### config.mk
export PLATFORM = sky130hd
export DESIGN_NAME = stopwatch_ctrl
export DESIGN_NICKNAME = d
export VERILOG_FILES = /design/src/rtl/stopwatch_ctrl.sv
export SDC_FILE = /design/constraint.sdc
export NUM_CORES = 1
export LEC_CHECK = 0
export ABC_AREA = 1
export CAP_MARGIN = 20
export CORE_MARGIN = 5
export CORE_UTILIZATION = 50
export CTS_BUF_LIST = sky130_fd_sc_hd__clkbuf_8 sky130_fd_sc_hd__clkbuf_16
export DETAILED_ROUTE_END_ITERATION = 16
export PLACE_DENSITY = 0.72
export SETUP_SLACK_MARGIN = 0.1
export SLEW_MARGIN = 20
export SYNTH_ARGS = -nofsm -noshare
export SYNTH_HDL_FRONTEND = slang
export SYNTH_SLANG_ARGS = --single-unit
### constraint.sdc
create_clock -name clk -period 3.63 [get_ports clk]
set_clock_uncertainty 0.15 [all_clocks]
set_input_delay 0.5445 -clock clk [delete_from_list [all_inputs] [get_ports clk]]
set_output_delay 0.5445 -clock clk [all_outputs]
set_load 0.1 [all_outputs]
### src/rtl/stopwatch_ctrl.sv
// stopwatch_ctrl: control and timebase block for the stopwatch.
//   Debounces the start and lap buttons, runs the run/pause/lap/overflow
//   state machine, divides clk down to the hundredths-of-second tick, and
//   owns the 4-digit BCD running-time counter and the lap capture register.
//
// Ports:
//   clk            system clock, everything on the rising edge
//   rst            asynchronous active-high reset
//   btn_start_raw  raw start/stop button (asynchronous, active-high)
//   btn_lap_raw    raw lap/clear button (asynchronous, active-high)
//   time_bcd       running time  {tens s, s, tenths, hundredths}
//   lap_bcd        captured lap time, same format
//   run            1 while counting (RUNNING or LAP_HOLD)
//   show_lap       1 in LAP_HOLD; display shows lap_bcd
//   flash          1 in OVERFLOW; display blinks
//   state          FSM code: IDLE=0 RUNNING=1 PAUSED=2 LAP_HOLD=3 OVERFLOW=4
module stopwatch_ctrl #(
  parameter int TICK_DIV        = 1_000_000,
  parameter int DEBOUNCE_CYCLES = 1_000_000
) (
  input  logic        clk,
  input  logic        rst,
  input  logic        btn_start_raw,
  input  logic        btn_lap_raw,
  output logic [15:0] time_bcd,
  output logic [15:0] lap_bcd,
  output logic        run,
  output logic        show_lap,
  output logic        flash,
  output logic [2:0]  state
);

  typedef enum logic [2:0] {
    S_IDLE     = 3'd0,
    S_RUNNING  = 3'd1,
    S_PAUSED   = 3'd2,
    S_LAP_HOLD = 3'd3,
    S_OVERFLOW = 3'd4
  } state_t;

  localparam int DB_W = (DEBOUNCE_CYCLES > 1) ? $clog2(DEBOUNCE_CYCLES) : 1;
  localparam int PS_W = $clog2(TICK_DIV);
  localparam logic [DB_W-1:0] DB_LAST = DB_W'(DEBOUNCE_CYCLES - 1);
  localparam logic [PS_W-1:0] PS_LAST = PS_W'(TICK_DIV - 1);

  // ---------------------------------------------------------------
  // Button paths: bit 0 = start, bit 1 = lap.
  // ---------------------------------------------------------------
  logic [1:0] raw_vec;
  logic [1:0] press_vec;

  assign raw_vec = {btn_lap_raw, btn_start_raw};

  generate
    for (genvar gi = 0; gi < 2; gi++) begin : g_btn
      logic            sync1_reg;
      logic            sync2_reg;
      logic            level_reg;
      logic            press_reg;
      logic [DB_W-1:0] cnt_reg;

      always_ff @(posedge clk or posedge rst) begin
        if (rst) begin
          sync1_reg <= 1'b0;
          sync2_reg <= 1'b0;
          level_reg <= 1'b0;
          press_reg <= 1'b0;
          cnt_reg   <= '0;
        end else begin
          sync1_reg <= raw_vec[gi];
          sync2_reg <= sync1_reg;
          press_reg <= 1'b0;
          if (sync2_reg == level_reg) begin
            cnt_reg <= '0;
          end else if (cnt_reg == DB_LAST) begin
            // Level has differed for DEBOUNCE_CYCLES cycles: accept it.
            // The press pulse lines up with the first cycle of the new level.
            level_reg <= sync2_reg;
            press_reg <= sync2_reg;
            cnt_reg   <= '0;
          end else begin
            cnt_reg <= cnt_reg + DB_W'(1);
          end
        end
      end

      assign press_vec[gi] = press_reg;
    end
  endgenerate

  // Start wins when both presses land in the same cycle.
  logic start_p;
  logic lap_p;
  assign start_p = press_vec[0];
  assign lap_p   = press_vec[1] & ~press_vec[0];

  // ---------------------------------------------------------------
  // State, time, lap and prescaler registers.
  // ---------------------------------------------------------------
  state_t          state_reg, state_next;
  logic [15:0]     time_reg, time_next;
  logic [15:0]     lap_reg, lap_next;
  logic [PS_W-1:0] presc_reg, presc_next;
  logic            run_reg, show_lap_reg, flash_reg;

  logic tick;
  assign tick = run_reg && (presc_reg == PS_LAST);

  // BCD increment as a ripple of per-digit carries; carry[4] set means
  // every digit is 9, i.e. the counter sits at 99.99.
  logic [15:0] time_inc;
  logic [4:0]  carry;
  logic        at_max;

  assign carry[0] = 1'b1;
  generate
    for (genvar gi = 0; gi < 4; gi++) begin : g_bcd
      logic [3:0] digit;
      assign digit                 = time_reg[4*gi +: 4];
      assign time_inc[4*gi +: 4]   = !carry[gi]        ? digit :
                                     (digit == 4'd9)   ? 4'd0  : digit + 4'd1;
      assign carry[gi+1]           = carry[gi] & (digit == 4'd9);
    end
  endgenerate
  assign at_max = carry[4];

  always_comb begin
    state_next = state_reg;
    time_next  = time_reg;
    lap_next   = lap_reg;
    presc_next = presc_reg;

    // Prescaler only advances while counting, so a pause keeps the
    // partial tick and resuming continues from the same phase.
    if (run_reg) begin
      presc_next = tick ? '0 : presc_reg + PS_W'(1);
    end
    if (tick && !at_max) begin
      time_next = time_inc;
    end

    // An overflowing tick takes precedence over any button press.
    unique case (state_reg)
      S_IDLE: begin
        if (start_p) state_next = S_RUNNING;
      end
      S_RUNNING: begin
        if (tick && at_max) begin
          state_next = S_OVERFLOW;
        end else if (start_p) begin
          state_next = S_PAUSED;
        end else if (lap_p) begin
          state_next = S_LAP_HOLD;
          lap_next   = time_reg;   // pre-increment value on a coincident tick
        end
      end
      S_LAP_HOLD: begin
        if (tick && at_max) begin
          state_next = S_OVERFLOW;
        end else if (start_p) begin
          state_next = S_RUNNING;
        end else if (lap_p) begin
          lap_next = time_reg;
        end
      end
      S_PAUSED, S_OVERFLOW: begin
        if (state_reg == S_PAUSED && start_p) begin
          state_next = S_RUNNING;
        end else if (lap_p) begin
          state_next = S_IDLE;
          time_next  = '0;
          lap_next   = '0;
          presc_next = '0;
        end
      end
      default: begin
        state_next = S_IDLE;
      end
    endcase
  end

  always_ff @(posedge clk or posedge rst) begin
    if (rst) begin
      state_reg    <= S_IDLE;
      time_reg     <= '0;
      lap_reg      <= '0;
      presc_reg    <= '0;
      run_reg      <= 1'b0;
      show_lap_reg <= 1'b0;
      flash_reg    <= 1'b0;
    end else begin
      state_reg    <= state_next;
      time_reg     <= time_next;
      lap_reg      <= lap_next;
      presc_reg    <= presc_next;
      // Decoded from the next state so the flags line up with state.
      run_reg      <= (state_next == S_RUNNING) || (state_next == S_LAP_HOLD);
      show_lap_reg <= (state_next == S_LAP_HOLD);
      flash_reg    <= (state_next == S_OVERFLOW);
    end
  end

  assign time_bcd = time_reg;
  assign lap_bcd  = lap_reg;
  assign run      = run_reg;
  assign show_lap = show_lap_reg;
  assign flash    = flash_reg;
  assign state    = state_reg;

endmodule

==> summary.txt, run 1 <==
Run status
  • Run status: finished, final reports clean

Layout
  • Fillers: 1025
  • Post-layout util: 58.0%
  • Post-route insts no fill: 909
  • Area growth syn-to-layout: 14.7%
  • Share of layout cells above drive strength 1: 11.1%
  • Nets@finish: 768
  • Number of flip-flops in the largest register: 40
  • Diode count: 0

STA
  • RSZ-0062 raised after global routing: false
  • Final hold vios: 0
  • Fin crit period: 2.71 ns
  • Worst-Margin Slew: 1.02 ns
  • Normalized max-slew margin: 31.8%
  • Fmax: 0.369 GHz
  • Final setup margin: 0.920 ns
  • Final Max Tran Viols: 0
  • Setup TNS: 0 ns
  • Final setup viols: 0
  • Crit share post-route: 74.7%

Power
  • Total power: 2.22 mW
  • Peak supply drop: 0.233 mV
  • Pwr Density: 340 nW/um^2
  • Combinational fraction of design power: 2.2%
  • Share of power burned in registers: 53.6%
  • P_leak: 2.87 nW
  • Clk pwr share: 44.2%
  • Switching Share: 21.8%
  • Psw: 485 uW
  • P_int: 1.74 mW

Placed design
  • Worst slack at placement: 1.29 ns
  • Placed insts: 893
  • I/O Buffers: 41
  • Dpl hpwl: 9020 um
  • GP Congestion: 0.872

Route
  • DR iter-0 viols: 237
  • Uppermost layer routed: met4
  • Post-Route WL: 12100 um
  • Metal-1 WL: 5280 um
  • DR WL met2: 6040 um
  • Drt pass-1 iters: 5
  • Antenna viol nets, final: 0
  • Via/cell ratio: 5.36
  • # DRC: 0
  • Drt wl/cell: 13.4 um
  • Met3 WL: 624 um
  • Routed via count: 4870

Worst setup path
  • Kind of critical path: reg -> out
  • Data required, critical path: 2.94 ns
  • Nature of the critical path startpoint: register
  • CP bufs+invs: 1
  • Crit-path max cell delay: 1.19 ns
  • Critical Path AT: 2.02 ns
  • CP endpoint kind: primary output
  • Crit-path cells: clkdlybuf4s50_1
  • Reg2reg setup slack: 1.32 ns
  • Slowest cell on the critical path: clkdlybuf4s50_1
  • Top delay family on crit path: buffers and inverters
  • CP Max Fanout: 8

Floorplan
  • Die height: 117 um
  • Io pins: 42
  • Die W: 117 um
  • Die area: 13600 sq um
  • Core area: 11300 sq um
  • Rows: 39
  • Initial core utilization: 50.5%

Worst hold path
  • HP Class: reg -> reg

Global routing
  • Congestion Overflow GR: 0
  • Initial antenna violation count: 0
  • Vias in the first global route: 4658
  • Global router's overall resource usage: 18.6%
  • First-pass GRT wire length: 20600 um
  • Pin count of the biggest net entering global routing: 58

Clock tree
  • Root Driver: clkbuf_16
  • Reg clk slew, reported paths: 0.07 ns
  • CTS tree: yes
  • Clk_lat worst skew: 0.35 ns
  • CTS Buf Count: 9
  • Post-cts sizing count: 0
  • Hold Buf Count CTS: 0
  • Clk buf depth: 2
  • Sink Count: 106
  • Post-CTS Setup Bufs: 0
  • H-tree depth: 3

Logic synthesis
  • Count leader, synth: nand2_1
  • Ys flop type: dfrtp_1
  • Post-synth EDFFs: 0
  • Post-synth top cells: nand2_1, dfrtp_1, nor2_1
  • Top cells by area, synth: dfrtp_1, nand2_1, nor2_1
  • Seq/Total Area, Yosys: 46.6%
  • Synth area leader: dfrtp_1
  • Syn Nets: 724
  • Yosys top cell area share: 46.6%
  • Mapped Cells: 717
  • Async set-reset flop share out of synthesis: 100%
  • Synth Warn #: 0
  • Cell Area, Synth: 5700 sq um
  • Synth Register Bits: 106
  • Unique masters post-synth: 41
  • Synth Area per Inst: 7.95 sq um

Run
  • Max-cap violations: 0
worst register-to-register path, delay by kind of cell (launching register included):
family                 cells  cell delay, ns
AO/OA/AOI/OAI              3            0.47
buffers and inverters      1            0.31
flip-flops                 1            0.46
AND/OR/NAND/NOR            3            0.80
kinds of logic after synthesis:
logic type / count (synthesis) / share of synthesized area [%]
xor+xnor: 19 / 2.92
simple gates: 403 / 33.3
compound gates: 88 / 9.29
fa+ha+maj: 3 / 0.659
flops: 106 / 46.6
buf+inv: 98 / 7.25
power by group through the flow:
| stage | Sequential, mW | Combinational, mW | Clock [mW] |
|---|---|---|---|
| 6_report | 1.19 | 0.0487 | 0.983 |
| 4_1_cts | 1.19 | 0.0514 | 1.01 |
| 2_1_floorplan | 1.21 | 0.0336 | 0 |
| 5_1_grt | 1.19 | 0.0584 | 1.06 |
| 3_5_place_dp | 1.22 | 0.0511 | 0 |
| 3_3_place_gp | 1.21 | 0.0504 | 0 |
cell usage in the layout (no fill, tap or decap), types with 4 or more instances in the layout:
cell	instances
nor3_2	4
nand4_1	27
dfrtp_1	106
a31oi_1	4
clkdlybuf4s50_1	38
o21ai_0	25
nand3_1	49
xor2_1	15
o21ai_1	6
nor3b_1	4
nand2_2	19
nor2_2	8
a21oi_1	27
nor3_1	29
nand2_1	143
xnor2_1	4
o21ai_2	14
inv_1	78
buf_4	6
inv_2	6
nor2_1	105
clkbuf_16	9
final timing paths:
| check | depth (start not counted) | to | startpoint |
|---|---|---|---|
| setup / recovery | 1 | time_bcd[8] | time_bcd[8]$_DFF_PP0_ |
| hold / removal | 0 | g_btn[0].sync2_reg$_DFF_PP0_ | g_btn[0].sync1_reg$_DFF_PP0_ |
| setup reg to reg | 7 | lap_bcd[2]$_DFFE_PP0P_ | state[1]$_DFF_PP0_ |
| hold reg to reg | 0 | g_btn[0].sync2_reg$_DFF_PP0_ | g_btn[0].sync1_reg$_DFF_PP0_ |
| max in group asynchronous | 3 | lap_bcd[9]$_DFFE_PP0P_ | rst |
| min in group asynchronous | 2 | g_btn[1].cnt_reg[1]$_DFF_PP0_ | rst |
metrics by stage:
stage / area (sq um) / hold slack [ns]
after floorplan: 5700 / 0.181
after global placement: 6230 / 0.186
after detailed placement: 6230 / 0.186
after CTS: 6540 / 0.202
after global routing: 6540 / 0.216
final: 6540 / 0.201
layout make-up:
type / instances / area [sq um] / share of cell area [%]
flip-flops and latches: 106 / 2650 / 40.6
multi-input cells: 513 / 2630 / 40.3
clock inverters: 7 / 76.3 / 1.17
well taps: 143 / 179 / 2.74
clock buffers: 9 / 225 / 3.45
repair buffers: 45 / 445 / 6.81
inverters: 86 / 325 / 4.98
per-layer routing:
metal / vias to the layer above / track usage, %
met5: - / 0
met4: 0 / 6.73
met3: 18 / 4.20
met2: 107 / 31.1
met1: 2316 / 23.6
li1: 2429 / -
Power figures use the tool's default switching activity.
==> run 2, diff against run 1 <==
==> constraint.sdc (replaced) <==
create_clock -name clk -period 2.2 [get_ports clk]
set_clock_uncertainty 0.15 [all_clocks]
set_input_delay 0.33 -clock clk [delete_from_list [all_inputs] [get_ports clk]]
set_output_delay 0.33 -clock clk [all_outputs]
set_load 0.1 [all_outputs]
==> summary.txt, run 2 (same netlist as run 1, synthesis figures left out) <==
Run status
  • Run status: finished, final reports clean

Worst hold path
  • HP Class: in -> async

Clock tree
  • CTS tree: yes
  • Hold Buf Count CTS: 0 (unchanged)
  • Reg clk slew, reported paths: 0.07 ns (about the same)
  • Post-CTS Setup Bufs: 0 (unchanged)
  • H-tree depth: 3 (unchanged)
  • Root Driver: clkbuf_16
  • Post-cts sizing count: 0 (unchanged)
  • Clk_lat worst skew: 0.35 ns (about the same)
  • Clk buf depth: 2 (unchanged)
  • Sink Count: 106 (unchanged)
  • CTS Buf Count: 9 (unchanged)

Route
  • Uppermost layer routed: met4
  • Via/cell ratio: 5.36 (about the same)
  • Post-Route WL: 12400 um (+2.3%)
  • # DRC: 0 (unchanged)
  • Metal-1 WL: 5490 um (+4.0%)
  • Routed via count: 4903 (+0.68%)
  • Drt wl/cell: 13.6 um (+1.7%)
  • DR iter-0 viols: 393 (+66%)
  • DR WL met2: 6120 um (+1.3%)
  • Met3 WL: 599 um (-4.0%)
  • Antenna viol nets, final: 0 (unchanged)
  • Drt pass-1 iters: 5 (unchanged)

Global routing
  • Vias in the first global route: 4612 (-0.99%)
  • Initial antenna violation count: 0 (unchanged)
  • Congestion Overflow GR: 0 (unchanged)
  • Pin count of the biggest net entering global routing: 35 (-40%)
  • First-pass GRT wire length: 20900 um (+1.4%)
  • Global router's overall resource usage: 19.2% (+0.65 points)

Floorplan
  • Rows: 39 (unchanged)
  • Die height: 117 um (unchanged)
  • Initial core utilization: 50.5% (unchanged)
  • Core area: 11300 sq um (unchanged)
  • Die W: 117 um (unchanged)
  • Io pins: 42 (unchanged)
  • Die area: 13600 sq um (unchanged)

Worst setup path
  • CP Max Fanout: 6 (-2)
  • Slowest cell on the critical path: dfrtp_1
  • R2R depth: 10 (+3)
  • Critical Path AT: 2.07 ns (+0.05 ns)
  • Crit path launch: presc_reg[0]$_DFF_PP0_
  • CP endpoint kind: register
  • Most frequent CP cell: nand2_1
  • Crit path capture: time_bcd[5]$_DFF_PP0_
  • Crit path depth: 10 (+9)
  • Data required, critical path: 2.29 ns (-0.65 ns)
  • CP bufs+invs: 0 (-1)
  • Crit-path cells: ha_1 -> nand3_1 -> nor2_1 -> nand2_1 -> nor2_4 -> nand2_2 -> nor2_1 -> nand2_1 -> nand3_1 -> nand2_1
  • Reg2reg end: time_bcd[5]$_DFF_PP0_
  • Nature of the critical path startpoint: register
  • Crit-path max cell delay: 0.40 ns (-0.79 ns)
  • Reg2reg setup slack: 0.22 ns (-1.10 ns)
  • Reg2Reg Launch Point: presc_reg[0]$_DFF_PP0_
  • Kind of critical path: reg -> reg
  • Top delay family on crit path: simple AND/OR/NAND/NOR gates

STA
  • Worst-Margin Slew: 0.464 ns (-0.556 ns)
  • Fmax: 0.504 GHz
  • Final setup viols: 0 (unchanged)
  • Setup TNS: 0 ns (unchanged)
  • Normalized max-slew margin: 69.1% (+37 points)
  • Final Max Tran Viols: 0 (unchanged)
  • Crit share post-route: 90.1%
  • Final hold vios: 0 (unchanged)
  • Fin crit period: 1.98 ns
  • RSZ-0062 raised after global routing: false

Layout
  • Commonest non-fill, non-tap cell in the layout: nand2_1
  • Commonest cells after routing, fill and taps aside: nand2_1, nor2_1, dfrtp_1
  • Area growth syn-to-layout: 15.6%
  • Number of flip-flops in the largest register: 40 (unchanged)
  • Diode count: 0 (unchanged)
  • Nets@finish: 774 (+0.78%)
  • Share of layout cells above drive strength 1: 19.0% (+7.9 points)

Placed design
  • GP Congestion: 0.886 (+1.7%)
  • I/O Buffers: 41 (unchanged)
  • Dpl hpwl: 9230 um (+2.4%)

Power
  • Total power: 3.68 mW (+66%)
  • Pwr Density: 559 nW/um^2 (+64%)
  • Peak supply drop: 0.465 mV (+99%)
  • P_leak: 2.97 nW (+3.3%)

Run
  • Max-cap violations: 0 (unchanged)
## run 2: routing by layer
metal,up-vias,track usage [%]
li1,2447,-
met1,2312,24.7
met2,127,32.1
met3,17,3.52
met4,0,7.80
met5,-,0
## run 2: worst register-to-register path, stage by stage, from the launching register on
cell and delay [ns]:
dfrtp_1 0.40, ha_1 0.22, nand3_1 0.13, nor2_1 0.15
nand2_1 0.12, nor2_4 0.21, nand2_2 0.12, nor2_1 0.14
nand2_1 0.09, nand3_1 0.08, nand2_1 0.07
## run 2: worst min-delay path by stage
stage	slack, ns	to	depth (start not counted)
after floorplan	0.18	g_btn[0].sync2_reg$_DFF_PP0_	0
after global placement	0.18	g_btn[0].sync2_reg$_DFF_PP0_	0
after detailed placement	0.19	g_btn[1].sync2_reg$_DFF_PP0_	0
after CTS	0.21	g_btn[0].sync1_reg$_DFF_PP0_	2
after global routing	0.21	g_btn[1].sync2_reg$_DFF_PP0_	0
final	0.20	g_btn[0].sync1_reg$_DFF_PP0_	2
## run 2: area by class of cell
cell class | count | area (sq um)
clock buffers | 11 | 253
clock inverters | 5 | 46.3
fillers | 1009 | 4690
inverters | 86 | 327
multi-input cells | 513 | 2660
flip-flops and latches | 106 | 2680
well taps | 143 | 179
repair buffers | 51 | 440
## run 2: metrics by stage
step,std cells,util (%),hold slack [ns],cell area [sq um],setup slack (ns)
2_1_floorplan,717,-,0.181,5730,0.201
3_3_place_gp,899,55.5,0.185,6260,0.299
3_5_place_dp,899,55.5,0.191,6260,0.187
4_1_cts,915,58.2,0.205,6560,0.175
5_1_grt,915,58.4,0.212,6590,0.0843
6_report,915,58.4,0.196,6590,0.217
## run 2: report_power, final
part           switching, mW  internal, mW
clock                  0.697         0.931
sequential           0.00740          1.96
combinational         0.0624        0.0264
total                  0.767          2.92
